## src/rtl/apb_biu.sv

```systemverilog
// APB slave to simple BIU master bridge; one transfer outstanding, one wait state minimum.
// Optional accept timeout: define APB_BIU_ACCEPT_TIMEOUT_EN.
module apb_biu #(
  parameter int ADDR_WIDTH = 32,
  parameter int DATA_WIDTH = 32
) (
  input  logic                  clk,
  input  logic                  nrst,
  input  logic [ADDR_WIDTH-1:0] apb_paddr,
  input  logic                  apb_psel,
  input  logic                  apb_penable,
  input  logic                  apb_pwrite,
  input  logic [DATA_WIDTH-1:0] apb_pwdata,
  output logic [DATA_WIDTH-1:0] apb_prdata,
  output logic                  apb_pready,
  output logic [ADDR_WIDTH-1:0] biu_addr,
  output logic                  biu_enable,
  output logic                  biu_rnw,
  output logic [DATA_WIDTH-1:0] biu_wdata,
  input  logic [DATA_WIDTH-1:0] biu_rdata,
  input  logic                  biu_accept
);

  typedef enum logic [1:0] {
    IDLE = 2'd0,
    REQ  = 2'd1,
    DONE = 2'd2
  } state_t;

  state_t state, state_nxt;
  logic   timeout_hit;

`ifdef APB_BIU_ACCEPT_TIMEOUT_EN
  logic [3:0] req_cnt;

  always_ff @(posedge clk or negedge nrst) begin
    if (!nrst)             req_cnt <= '0;
    else if (state != REQ) req_cnt <= '0;
    else                   req_cnt <= req_cnt + 4'd1;
  end

  // Sixteenth REQ cycle without accept gives up on the BIU.
  assign timeout_hit = (state == REQ) && !biu_accept && (req_cnt == 4'hF);
`else
  assign timeout_hit = 1'b0;
`endif

  always_ff @(posedge clk or negedge nrst) begin
    if (!nrst) state <= IDLE;
    else       state <= state_nxt;
  end

  always_comb begin
    state_nxt = state;
    case (state)
      IDLE: if (apb_psel) state_nxt = REQ;
      // A master that walked away during REQ gets no pready.
      REQ:  if (biu_accept || timeout_hit) state_nxt = apb_psel ? DONE : IDLE;
      DONE: if (!apb_psel || apb_penable) state_nxt = IDLE;
      default: state_nxt = IDLE;
    endcase
  end

  always_ff @(posedge clk or negedge nrst) begin
    if (!nrst) begin
      biu_addr   <= '0;
      biu_wdata  <= '0;
      biu_rnw    <= 1'b1;
      apb_prdata <= '0;
    end else begin
      if (state == IDLE && apb_psel) begin
        biu_addr  <= apb_paddr;
        biu_wdata <= apb_pwdata;
        biu_rnw   <= !apb_pwrite;
      end
      if (state == REQ && biu_accept)
        apb_prdata <= biu_rnw ? biu_rdata : '0;
      else if (timeout_hit)
        apb_prdata <= '1;
    end
  end

  assign biu_enable = (state == REQ);
  assign apb_pready = (state == DONE);

endmodule

```

## config.mk

```make
export PLATFORM = sky130hd
export DESIGN_NAME = apb_biu
export DESIGN_NICKNAME = d
export VERILOG_FILES = /design/src/rtl/apb_biu.sv
export SDC_FILE = /design/constraint.sdc
export NUM_CORES = 1
export LEC_CHECK = 0
export ABC_CLOCK_PERIOD_IN_PS = 1900
export BUFFER_PORTS_ARGS = -buffer_cell sky130_fd_sc_hd__buf_2
export CAP_MARGIN = 5
export CORE_MARGIN = 5
export CORE_UTILIZATION = 38
export CTS_CLUSTER_DIAMETER = 80
export DETAILED_ROUTE_END_ITERATION = 8
export GPL_ROUTABILITY_DRIVEN = 0
export GPL_TIMING_DRIVEN = 0
export PLACE_DENSITY = 0.69
export SLEW_MARGIN = 20
export SYNTH_ARGS = -nofsm -noshare
export SYNTH_HDL_FRONTEND = slang
export SYNTH_SLANG_ARGS = --single-unit
export TNS_END_PERCENT = 20
```

## constraint.sdc

```tcl
create_clock -name clk -period 1.9 [get_ports clk]
set_input_delay 0.38 -clock clk [delete_from_list [all_inputs] [get_ports clk]]
set_output_delay 0.38 -clock clk [all_outputs]
set_load 0.01 [all_outputs]
```

After elaboration in Yosys (flattened, before gate mapping)
Index checks and enable logic that the tools add are counted.
{"block": "totals", "ff_bits": 99, "wordCells": 23}
{"block": "classes", "n_eq_ne": 5, "n_mux": 6, "n_reduce_logical": 7}
{"op": "$mux W32", "n": 1}
{"op": "$mux W2", "n": 4}
{"op": "$pmux W2 S3", "n": 1}
{"op": "$ne A2 B1 Y1 const B", "n": 2}
{"op": "$reduce_and A3 Y1", "n": 1}
{"op": "$eq A2 B1 Y1 const B", "n": 1}
{"op": "$eq A2 B2 Y1 const B", "n": 1}
{"op": "$logic_and A1 B1 Y1", "n": 2}
{"op": "$logic_not A1 Y1", "n": 2}
{"op": "$logic_not A2 Y1", "n": 1}
{"op": "$ne A2 B2 Y1 const B", "n": 1}
{"op": "$logic_or A1 B1 Y1", "n": 1}

Depth between registers and ports, before layout
Gate-level depths: netlist of the first run.
{"block": "logic_depth", "ltp_word": 4, "depth_mapped": 4, "depth_no_buf": 2}

Least setup slack after synthesis of the first run
Ideal clock, no wire load.
{"block": "synth_timing", "path_type": "register to register", "from": "register state[0]", "to": "register biu_addr[22]", "setup_time_ns": 0.127, "arrival_time_ns": 1.255, "required_time_ns": 1.773, "path_slack_ns": 0.518, "stages_incl_launch_ff": 5, "n_path_buf": 2, "synth_period_minus_slack_ns": 1.382, "cell_sequence": "dfrtp_1 -> nor3b_2 -> buf_6 -> buf_6 -> mux2_1"}
{"block": "synth_between", "elab_chain_len": 2}
{"element": "from (decl)", "line": "30", "source": "state_t state, state_nxt;"}
{"element": "from (signal assigned)", "line": "50", "source": "else state <= state_nxt;"}
{"element": "$logic_not A2 Y1", "line": "71", "source": "if (state == IDLE && apb_psel) begin"}
{"element": "$logic_and A1 B1 Y1", "line": "71"}
{"element": "to (signal assigned)", "line": "72", "source": "biu_addr <= apb_paddr;"}
{"element": "to (decl)", "line": "16", "source": "output logic [ADDR_WIDTH-1:0] biu_addr,"}
Every way passes these cells.
A chain may end at the register's enable or synchronous reset.

Worst setup path after layout of the first run
{"block": "layout_timing", "from": "register state[0]", "to": "register biu_addr[26]"}
The elaborated chain is that of the path after synthesis.

==> results of run 1 <==
## sequential cells by signal (all words and copies together) (netlist names)
name	cells
biu_addr	32
biu_rnw	1
apb_prdata	32
state	2
biu_wdata	32
## logic make-up (layout without fill, tap and decap cells)
group	Yosys count	count (layout)	synth area share
DFF	99	99	0.6277
and+or+nand+nor	38	38	0.04183
muxes	97	97	0.2662
buffers and inverters	48	266	0.06052
AOI/OAI and AO/OA	2	2	0.003804
## cell usage in the layout (no fill, tap or decap)
cell type | Yosys | routed
buf_6 | 6 | 7
dfrtp_1 | 98 | 98
nor2_1 | 1 | 1
buf_2 | 2 | 201
buf_16 | 0 | 1
clkinv_2 | 0 | 1
clkbuf_8 | 0 | 11
nor3b_2 | 1 | 1
nor3b_1 | 1 | 1
buf_4 | 3 | 3
nand2_1 | 32 | 32
dlygate4sd3_1 | 0 | 1
dfstp_2 | 1 | 1
bufinv_16 | 0 | 2
clkbuf_1 | 4 | 5
inv_1 | 33 | 33
mux2_1 | 49 | 49
a211oi_1 | 1 | 1
mux2i_1 | 33 | 33
and3b_1 | 1 | 1
mux2_2 | 15 | 15
o21a_1 | 1 | 1
nor2b_1 | 2 | 2
clkinvlp_4 | 0 | 1
## area by class of cell
class / instances / area [um^2]
Buffer: 15 / 115.1
Inverter: 33 / 123.9
Multi-Input combinational cell: 137 / 1231
Clock buffer: 12 / 155.1
Clock inverter: 4 / 72.57
Fill cell: 905 / 4840
Sequential cell: 99 / 2479
Timing Repair Buffer: 202 / 1045
Tap cell: 136 / 170.2
## power groups by stage
| stage | Combinational, uW | Clock, uW | Sequential [uW] |
|---|---|---|---|
| final | 2970 | 1510 | 3500 |
| after CTS | 3050 | 1560 | 3510 |
| after detailed placement | 3050 | 0 | 3530 |
| after global placement | 2960 | 0 | 3490 |
| after global routing | 3270 | 1650 | 3640 |
| after floorplan | 1130 | 0 | 3990 |
## final timing paths
kind / to / cells after the start / slack [ps] / start
setup / recovery: biu_addr[26]$_DFFE_PN0P_ / 4 / 360 / state[0]$_DFFE_PN0P_
hold / removal: biu_rnw$_DFFE_PN1P_ / 2 / 150 / apb_pwrite
setup reg to reg: biu_addr[26]$_DFFE_PN0P_ / 4 / 360 / state[0]$_DFFE_PN0P_
hold reg to reg: biu_addr[27]$_DFFE_PN0P_ / 1 / 490 / biu_addr[27]$_DFFE_PN0P_
max in group asynchronous: biu_addr[17]$_DFFE_PN0P_ / 3 / 750 / nrst
min in group asynchronous: biu_wdata[3]$_DFFE_PN0P_ / 2 / 550 / nrst
## routing by layer
layer / wire length (um) / part of all wire
met5: 0 / 0
met1: 3901 / 0.42
met2: 4319 / 0.47
met3: 869 / 0.094
met4: 148 / 0.016
## per-stage QoR
| step | setup TNS [ps] | setup slack [ps] | util | hold WS [ps] | total power [uW] |
|---|---|---|---|---|---|
| 2_1_floorplan | 0 | 517.8 | - | 84.41 | 5120 |
| 3_3_place_gp | -48690 | -503.8 | 0.5004 | 463.4 | 6456 |
| 3_5_place_dp | 0 | 351.4 | 0.5037 | 369.1 | 6582 |
| 4_1_cts | 0 | 328.4 | 0.5270 | 128.0 | 8118 |
| 5_1_grt | 0 | 262.1 | 0.5270 | 125.4 | 8563 |
| 6_report | 0 | 355.0 | 0.5270 | 149.0 | 7978 |
## critical path: cells and delay by family, from the launching register on
| kind | cells | cell delay [ps] |
|---|---|---|
| multiplexers | 1 | 330 |
| flip-flops | 1 | 470 |
| buffers and inverters | 2 | 370 |
| AND/OR/NAND/NOR | 1 | 250 |
## timing repair
action | in CTS | in global routing
endpoints found under the hold margin | 51 | 0
hold buffers | 1 | 0
setup endpoints to repair | 0 | 0
==> reports/results.tsv, run 1 <==
stage	metric	value	unit
placed_design	dpl-instance-area	0.005154	mm^2
synthesis	ys_ff_latch	99	
layout	final_nets	599	
sta	max_slew.worst_pin.slew	493.4	ps
global_route	grt_first_pass_wirelength	15.21	mm
die	rows	37	
synthesis	ys_top_cells_by_count	dfrtp_1 (98), mux2_1 (49), inv_1 (33), mux2i_1 (33), nand2_1 (32)	
power	ir_worst_vdd	0.0006855	V
power	power_density	1480	mW/mm^2
outcome	outcome	complete, no violations	
global_route	grt_max_degree	54	
die	dieArea	0.01253	mm^2
global_route	grt-ovfl-total	0	
clock_tree	clk_pin_slew	90	ps
detailed_routing	drt-total-wl	9.239	mm
synthesis	syn_inst	284	
power	p_clk_frac	0.190	
synthesis	synth.largest_area_cell	dfrtp_1	
critical_path	worstPathMaxFanout	10	
critical_path	critical_path_class	reg -> reg	
critical_path	arrival	1790	ps
die	io-pin-count	201	
detailed_routing	dr.pass1.iters	4	
synthesis	avgSynthCellArea	13.90	um^2
critical_path	end_kind	register	
die	fp.dieW	111.9	um
critical_path	crit_path_frequent_cell	buf_6	
critical_path	path_cells	nor3b_2 > buf_6 > buf_6 > mux2_1	
sta	max_slew_margin	0.6711	
hold_path	hold_class	in -> reg	
synthesis	async_flop_share	1.000	
global_route	globalRouteMet3Util	0.05272	
global_route	grt_pass1_vias	3046	
critical_path	slowest_stage	dfrtp_1	
synthesis	syn-num-nets	386	
power	internal_power	5267	uW
sta	period_share	0.8131	
synthesis	synth.most_common_cell	dfrtp_1	
synthesis	seq_area_frac_synth	0.6277	
die	fp.dieH	111.9	um
synthesis	synthFlopType	dfrtp_1	
sta	fin_crit	1545	ps
die	core	0.01023	mm^2
sta	setup_violations	0	
critical_path	cp.required	2140	ps
clock_tree	cts_sinks	99	
placed_design	placedCellCount	621	
layout	drive_above_1_share	0.4861	
global_route	grt_use_met2	0.2442	
detailed_routing	post_drt_wl_per_cell	14.48	um
detailed_routing	drc	0	
synthesis	synth_edf_count	0	
synthesis	yosysWarningCount	0	
critical_path	cp-start-kind	register	
sta	rsz0062_at_grt	false	
clock_tree	cts_resized	0	
detailed_routing	viasPerCell	4.373	
global_route	grt_use_met1	0.1874	
layout	final_area	0.005391	mm^2
clock_tree	numCtsBuffers	9	
synthesis	yosysUniqueCellTypes	18	
synthesis	synth_top_area_share	0.6210	
sta	hold_viol	0	
layout	fin_cells	638	
power	p_sw_frac	0.3398	
clock_tree	htree_num_levels	3	
job	cap_violations	0	
detailed_routing	num_vias	2790	
clock_tree	cts_root_buffer	clkbuf_8	
placed_design	hpwl	7.235	mm
global_route	track_usage	0.1515	
clock_tree	cts_tree	yes	
power	leakage	0.002767	uW
power	p_sw	2710	uW
global_route	antenna_found_initial	0	
critical_path	critPathMaxStageDelay	470	ps
clock_tree	post_cts_buffers	0	
sta	max_freq	647.3	MHz
placed_design	io_buffer_count	200	
power	pwr-share-comb	0.372	
synthesis	synthTopCellsByArea	dfrtp_1 (62%), mux2_1 (14%), mux2i_1 (8.4%)	
die	start_util	0.3860	
sta	slew_viol_final	0	
clock_tree	clk_path_buf_depth	2	
layout	area_growth	36.53	%
power	p_seq_frac	0.439	
clock_tree	worstSkewPairLatency	360	ps
detailed_routing	antenna_left	0	
sta	finalClockSkew	11.86	ps
layout	diodes	0	
detailed_routing	drt-initial-drc-count	91	
synthesis	syn_area	0.003949	mm^2
global_route	grt_most_used_layer	met2	
(Power assumes the default switching activity.)
==> run 2, diff against run 1 <==
--- a/config.mk
+++ b/config.mk
@@ -5,7 +5,7 @@
 export SDC_FILE = /design/constraint.sdc
 export NUM_CORES = 1
 export LEC_CHECK = 0
-export ABC_CLOCK_PERIOD_IN_PS = 1900
+export ABC_CLOCK_PERIOD_IN_PS = 1500
 export BUFFER_PORTS_ARGS = -buffer_cell sky130_fd_sc_hd__buf_2
 export CAP_MARGIN = 5
 export CORE_MARGIN = 5
==> constraint.sdc (replaced) <==
create_clock -name clk -period 1.5 [get_ports clk]
set_input_delay 0.3 -clock clk [delete_from_list [all_inputs] [get_ports clk]]
set_output_delay 0.3 -clock clk [all_outputs]
set_load 0.01 [all_outputs]
==> reports/results.tsv, run 2 (same netlist as run 1, synthesis figures left out) <==
stage	metric	value	unit	change
outcome	outcome	finished, violations left		was complete, no violations
outcome	violations	setup timing		
layout	final_common_cell	buf_2		unchanged
die	core	0.01023	mm^2	unchanged
sta	max_slew.worst_pin.slew	494.4	ps	was 493.4 ps
critical_path	slowest_stage	dfrtp_2		was dfrtp_1
sta	fin_crit	1509	ps	was 1545 ps
detailed_routing	routed-wl-met2	4.363	mm	was 4.319 mm
clock_tree	cts_sinks	99		unchanged
sta	period_share	1.006		was 0.8131
global_route	grt_pass1_vias	3053		was 3,046
detailed_routing	viasPerCell	4.349		was 4.373
layout	final_nets	602		was 599
global_route	grt_max_degree	54		unchanged
critical_path	path_cells	nor3b_4 > buf_6 > buf_6 > mux2_1		was nor3b_2 > buf_6 > buf_6 > mux2_1
clock_tree	worstSkewPairLatency	360	ps	about the same
sta	hold_viol	0		unchanged
job	cap_violations	0		unchanged
clock_tree	htree_num_levels	3		unchanged
critical_path	worstPathMaxFanout	10		unchanged
global_route	grt-ovfl-total	0		unchanged
power	leakage	0.002800	uW	was 0.002767 uW
die	rows	37		unchanged
clock_tree	cts_root_buffer	clkbuf_8		unchanged
die	io-pin-count	201		unchanged
layout	final_cell_mix	buf_2 (200), dfrtp_1 (96), mux2_1 (48), inv_1 (33), mux2i_1 (33)		was buf_2 (201), dfrtp_1 (98), mux2_1 (49), inv_1 (33), mux2i_1 (33)
detailed_routing	m1WireLength	3.964	mm	was 3.901 mm
critical_path	crit_path_frequent_cell	buf_6		unchanged
die	dieArea	0.01253	mm^2	unchanged
global_route	grt_first_pass_wirelength	15.32	mm	was 15.21 mm
sta	finalWorstSetupSlack	-8.949	ps	was 355.0 ps
sta	hold_slack	67.69	ps	was 149.0 ps
global_route	antenna_found_initial	0		unchanged
sta	fin_setup_tns	-37.16	ps	was 0 ps
hold_path	hold_class	in -> reg		unchanged
sta	setup_violations	8		was 0
layout	fin_cells	641		was 638
sta	max_freq	662.7	MHz	was 647.3 MHz
power	power_density	1868	mW/mm^2	was 1480 mW/mm^2
detailed_routing	drt-total-wl	9.330	mm	was 9.239 mm
clock_tree	cts_tree	yes		unchanged
detailed_routing	drt-initial-drc-count	83		was 91
layout	post-route-util	0.5332		was 0.5270
placed_design	placedCellCount	621		unchanged
die	start_util	0.3860		unchanged
sta	max_slew_margin	0.6704		was 0.6711
sta	slew_viol_final	0		unchanged
critical_path	critical_path_class	reg -> reg		unchanged
power	ir_worst_vdd	0.0008711	V	was 0.0006855 V
critical_path	end_kind	register		unchanged
detailed_routing	dr_wl_met3	853	um	was 869 um
critical_path	arrival	1750	ps	was 1790 ps
detailed_routing	dr.pass1.iters	4		unchanged
detailed_routing	drc	0		unchanged
clock_tree	clk_path_buf_depth	2		unchanged
detailed_routing	num_vias	2788		was 2,790
layout	area_growth	38.15	%	was 36.53%
layout	diodes	0		unchanged
critical_path	critPathMaxStageDelay	470	ps	about the same
detailed_routing	antenna_left	0		unchanged
placed_design	hpwl	7.235	mm	unchanged
placed_design	io_buffer_count	200		unchanged
detailed_routing	post_drt_wl_per_cell	14.56	um	was 14.48 um
power	p_total	10190	uW	was 7978 uW
clock_tree	clk_pin_slew	90	ps	about the same
detailed_routing	routed.top_layer	met4		unchanged
global_route	track_usage	0.1529		was 0.1515
die	fp.dieH	111.9	um	unchanged
critical_path	cp-start-kind	register		unchanged
sta	finalClockSkew	12.31	ps	was 11.86 ps
layout	top_regs	apb_prdata x32, biu_addr x32, biu_wdata x32		unchanged
critical_path	cp.required	1740	ps	was 2140 ps
sta	rsz0062_at_grt	true		was false
die	fp.dieW	111.9	um	unchanged
layout	drive_above_1_share	0.5010		was 0.4861
clock_tree	numCtsBuffers	9		unchanged
## run 2: report_power, final
part / internal (uW) / switching, uW
Sequential: 3860 / 576
Clock: 1030 / 888
Combinational: 1850 / 1990
Total: 6740 / 3460
## run 2: metal layers
metal,up-vias,global-route usage
met2,120,0.2454
li1,1359,-
met3,13,0.05217
met4,0,0.06010
met1,1296,0.1909
met5,-,0
## run 2: final cells by class
cell class	count	area [um^2]
Clock buffer	12	155.1
Inverter	33	123.9
Multi-Input combinational cell	137	1241
Fill cell	898	4776
Sequential cell	99	2481
Timing Repair Buffer	205	1071
Tap cell	136	170.2
Clock inverter	4	72.57
Buffer	15	140.1
## run 2: final timing paths
check / endpoint / depth (start not counted) / slack [ps] / from
max: biu_addr[12]$_DFFE_PN0P_ / 4 / -9 / state[0]$_DFFE_PN0P_
min: biu_rnw$_DFFE_PN1P_ / 2 / 70 / apb_pwrite
max reg2reg: biu_addr[12]$_DFFE_PN0P_ / 4 / -9 / state[0]$_DFFE_PN0P_
min reg2reg: biu_addr[27]$_DFFE_PN0P_ / 1 / 490 / biu_addr[27]$_DFFE_PN0P_
max in group asynchronous: biu_addr[17]$_DFFE_PN0P_ / 3 / 430 / nrst
min in group asynchronous: biu_wdata[3]$_DFFE_PN0P_ / 2 / 470 / nrst
## run 2: through the flow
stage	setup WS [ps]	area [um^2]
finish	-8.949	5455
global route	-79.15	5455
CTS	-14.25	5425
detailed placement	-47.07	5154
global placement	-823.8	5120
floorplan	117.8	3949
## run 2: what timing repair did
item,in CTS,in global routing
gates cloned,1,0
endpoints found under the hold margin,51,0
buffers inserted,1,1
endpoints found under the setup margin,52,89
hold buffers,1,0
pin swaps,1,1
gates resized for setup,7,10
## run 2: critical path: cells and delay by family (launching register included)
kind          cells  cell delay (ps)
flops             1              470
buf+inv           2              340
mux               1              330
simple gates      1              240
==> run 3, diff against run 2 <==
--- a/config.mk
+++ b/config.mk
@@ -9,12 +9,11 @@
 export BUFFER_PORTS_ARGS = -buffer_cell sky130_fd_sc_hd__buf_2
 export CAP_MARGIN = 5
 export CORE_MARGIN = 5
-export CORE_UTILIZATION = 38
+export CORE_UTILIZATION = 30
 export CTS_CLUSTER_DIAMETER = 80
 export DETAILED_ROUTE_END_ITERATION = 8
 export GPL_ROUTABILITY_DRIVEN = 0
 export GPL_TIMING_DRIVEN = 0
-export PLACE_DENSITY = 0.69
 export SLEW_MARGIN = 20
 export SYNTH_ARGS = -nofsm -noshare
 export SYNTH_HDL_FRONTEND = slang
==> reports/results.tsv, run 3 (same netlist as run 1, synthesis figures left out) <==
stage	metric	value	unit	change
outcome	outcome	complete, no violations		was finished, violations left
critical_path	timing.rr.end	biu_addr[8]$_DFFE_PN0P_		was biu_addr[12]$_DFFE_PN0P_
power	leakage	0.002904	uW	was 0.002800 uW
sta	hold_viol	0		unchanged
clock_tree	cts_tree	yes		unchanged
sta	slew_viol_final	0		unchanged
sta	finalClockSkew	8.496	ps	was 12.31 ps
clock_tree	clk_path_buf_depth	2		unchanged
placed_design	io_buffer_count	200		unchanged
detailed_routing	antenna_left	0		unchanged
die	io-pin-count	201		unchanged
global_route	grt-ovfl-total	0		unchanged
critical_path	slowest_stage	dfrtp_2		unchanged
layout	top_regs	apb_prdata x32, biu_addr x32, biu_wdata x32		unchanged
sta	max_slew.worst_pin.slew	338.8	ps	was 494.4 ps
sta	rsz0062_at_grt	true		unchanged
hold_path	worstHoldStart	apb_pwrite		unchanged
critical_path	critical_path_class	reg -> reg		unchanged
clock_tree	cts_root_buffer	clkbuf_16		was clkbuf_8
layout	area_growth	43.03	%	was 38.15%
layout	fillCellCount	1281		was 898
critical_path	r2r_setup_slack	8	ps	was -9 ps
detailed_routing	post_drt_wl_per_cell	14.18	um	was 14.56 um
sta	max_slew_margin	0.7741		was 0.6704
layout	final_nets	604		was 602
critical_path	critPathBufInv	2		unchanged
global_route	antenna_found_initial	0		unchanged
die	fp.dieW	124.7	um	was 111.9 um
detailed_routing	dr.pass1.iters	4		unchanged
detailed_routing	drt-initial-drc-count	66		was 83
global_route	grt_max_degree	67		was 54
critical_path	critPathMaxStageDelay	430	ps	was 470 ps
clock_tree	cts_sinks	99		unchanged
die	fp.dieH	124.7	um	was 111.9 um
detailed_routing	viasPerCell	4.199		was 4.349
sta	fin_crit	1492	ps	was 1509 ps
power	ir_worst_vdd	0.0006445	V	was 0.0008711 V
detailed_routing	drt-total-wl	9.688	mm	was 9.330 mm
placed_design	dp_slack	-79.69	ps	was -47.07 ps
hold_path	worstHoldEndpoint	biu_rnw$_DFFE_PN1P_		unchanged
clock_tree	numCtsBuffers	9		unchanged
sta	max_freq	670.2	MHz	was 662.7 MHz
layout	final_area	0.005648	mm^2	was 0.005455 mm^2
hold_path	hold_path_depth	2		unchanged
placed_design	hpwl	7.307	mm	was 7.235 mm
sta	setup_violations	0		was 8
placed_design	dpl-instance-area	0.005204	mm^2	was 0.005154 mm^2
layout	final_common_cell	buf_2		unchanged
global_route	grt_pass1_vias	3059		was 3,053
die	start_util	0.3018		was 0.3860
sta	finalWorstSetupSlack	7.912	ps	was -8.949 ps
critical_path	r2r_start	state[0]$_DFFE_PN0P_		unchanged
critical_path	path_cells	nor3b_2 > buf_6 > buf_8 > mux2_1		was nor3b_4 > buf_6 > buf_6 > mux2_1
critical_path	worstPathMaxFanout	10		unchanged
critical_path	arrival	1710	ps	was 1750 ps
layout	drive_above_1_share	0.5325		was 0.5010
detailed_routing	num_vias	2868		was 2,788
global_route	track_usage	0.1248		was 0.1529
hold_path	hold_class	in -> reg		unchanged
critical_path	cp-start-kind	register		unchanged
clock_tree	worstSkewPairLatency	340	ps	was 360 ps
layout	diodes	0		unchanged
layout	final_cell_mix	buf_2 (201), dfrtp_1 (97), inv_1 (33), mux2i_1 (33)		was buf_2 (200), dfrtp_1 (96), mux2_1 (48), inv_1 (33), mux2i_1 (33)
die	core	0.01309	mm^2	was 0.01023 mm^2
power	power_density	1918	mW/mm^2	was 1868 mW/mm^2
critical_path	cp.required	1720	ps	was 1740 ps
die	dieArea	0.01556	mm^2	was 0.01253 mm^2
job	cap_violations	0		unchanged
detailed_routing	drc	0		unchanged
clock_tree	htree_num_levels	3		unchanged
global_route	grt_first_pass_wirelength	15.63	mm	was 15.32 mm
layout	post-route-util	0.4316		was 0.5332
die	rows	42		was 37
critical_path	ff2ff_path_depth	4		unchanged
critical_path	cp_top_family	flip-flops		unchanged
sta	period_share	0.9947		was 1.006
clock_tree	clk_pin_slew	60	ps	was 90 ps
critical_path	end_kind	register		unchanged
## run 3: changes by cell type in the layout (fill, tap and decap cells not counted), moves of 2 or more
cell / previous run / this run
buf_4: 2 / 8
clkbuf_16: 0 / 9
buf_8: 2 / 4
buf_6: 9 / 2
clkinv_4: 0 / 2
mux2_1: 48 / 32
clkbuf_8: 11 / 1
mux2_4: 1 / 17
## run 3: worst register-to-register path: cells and delay by family (launching register included)
kind	cells	cell delay [ps]
flops	1	430
buf+inv	2	380
mux	1	330
simple gates	1	230
## run 3: cell type report
cell class | instances | area (um^2) | area share
plain buffers | 15 | 142.6 | 0.02525
clock buffers | 11 | 242.7 | 0.04298
clock inverters | 5 | 61.31 | 0.01086
inverters | 33 | 123.9 | 0.02193
multi-input cells | 137 | 1295 | 0.2293
flip-flops and latches | 99 | 2480 | 0.4391
well taps | 176 | 220.2 | 0.03899
repair buffers | 207 | 1082 | 0.1916
## run 3: per-layer routing
| metal | wire [um] | up-vias | global-route usage |
|---|---|---|---|
| met5 | 0 | - | 0 |
| met4 | 214 | 0 | 0.05351 |
| met3 | 828 | 16 | 0.04674 |
| met2 | 4711 | 113 | 0.2045 |
| met1 | 3933 | 1372 | 0.1465 |
| li1 | - | 1367 | - |
## run 3: worst max path at each step
stage	from	end	slack (ps)	cells past startpoint
global placement	nrst	biu_addr[13]$_DFFE_PN0P_	-910	1
detailed placement	state[0]$_DFFE_PN0P_	biu_addr[29]$_DFFE_PN0P_	-80	4
floorplan	state[0]$_DFFE_PN0P_	biu_addr[22]$_DFFE_PN0P_	120	4
global route	state[0]$_DFFE_PN0P_	biu_addr[8]$_DFFE_PN0P_	-60	4
finish	state[0]$_DFFE_PN0P_	biu_addr[8]$_DFFE_PN0P_	8	4
CTS	state[1]$_DFFE_PN0P_	biu_addr[16]$_DFFE_PN0P_	-10	4
## run 3: where the power goes
part / switching [uW] / internal, uW
logic: 2030 / 2010
registers: 580 / 3870
clock network: 998 / 1350
total: 3610 / 7220
## run 3: through the flow
step,hold slack [ps],power (uW),setup TNS [ps],instances
finish,104.6,10830,0,683
global route,99.93,11620,-1927,683
CTS,94.59,10900,-32.98,683
detailed placement,216.3,8361,-2864,661
global placement,446.2,8213,-90360,660
floorplan,4.409,6486,0,284
## run 3: what timing repair did
| item | in CTS | in global routing |
|---|---|---|
| resized for setup | 12 | 18 |
| buffers inserted | 5 | 0 |
| hold endpoints to repair | 32 | 0 |
| setup endpoints to repair | 49 | 86 |
| hold buffers | 1 | 0 |
| pin swaps | 1 | 1 |
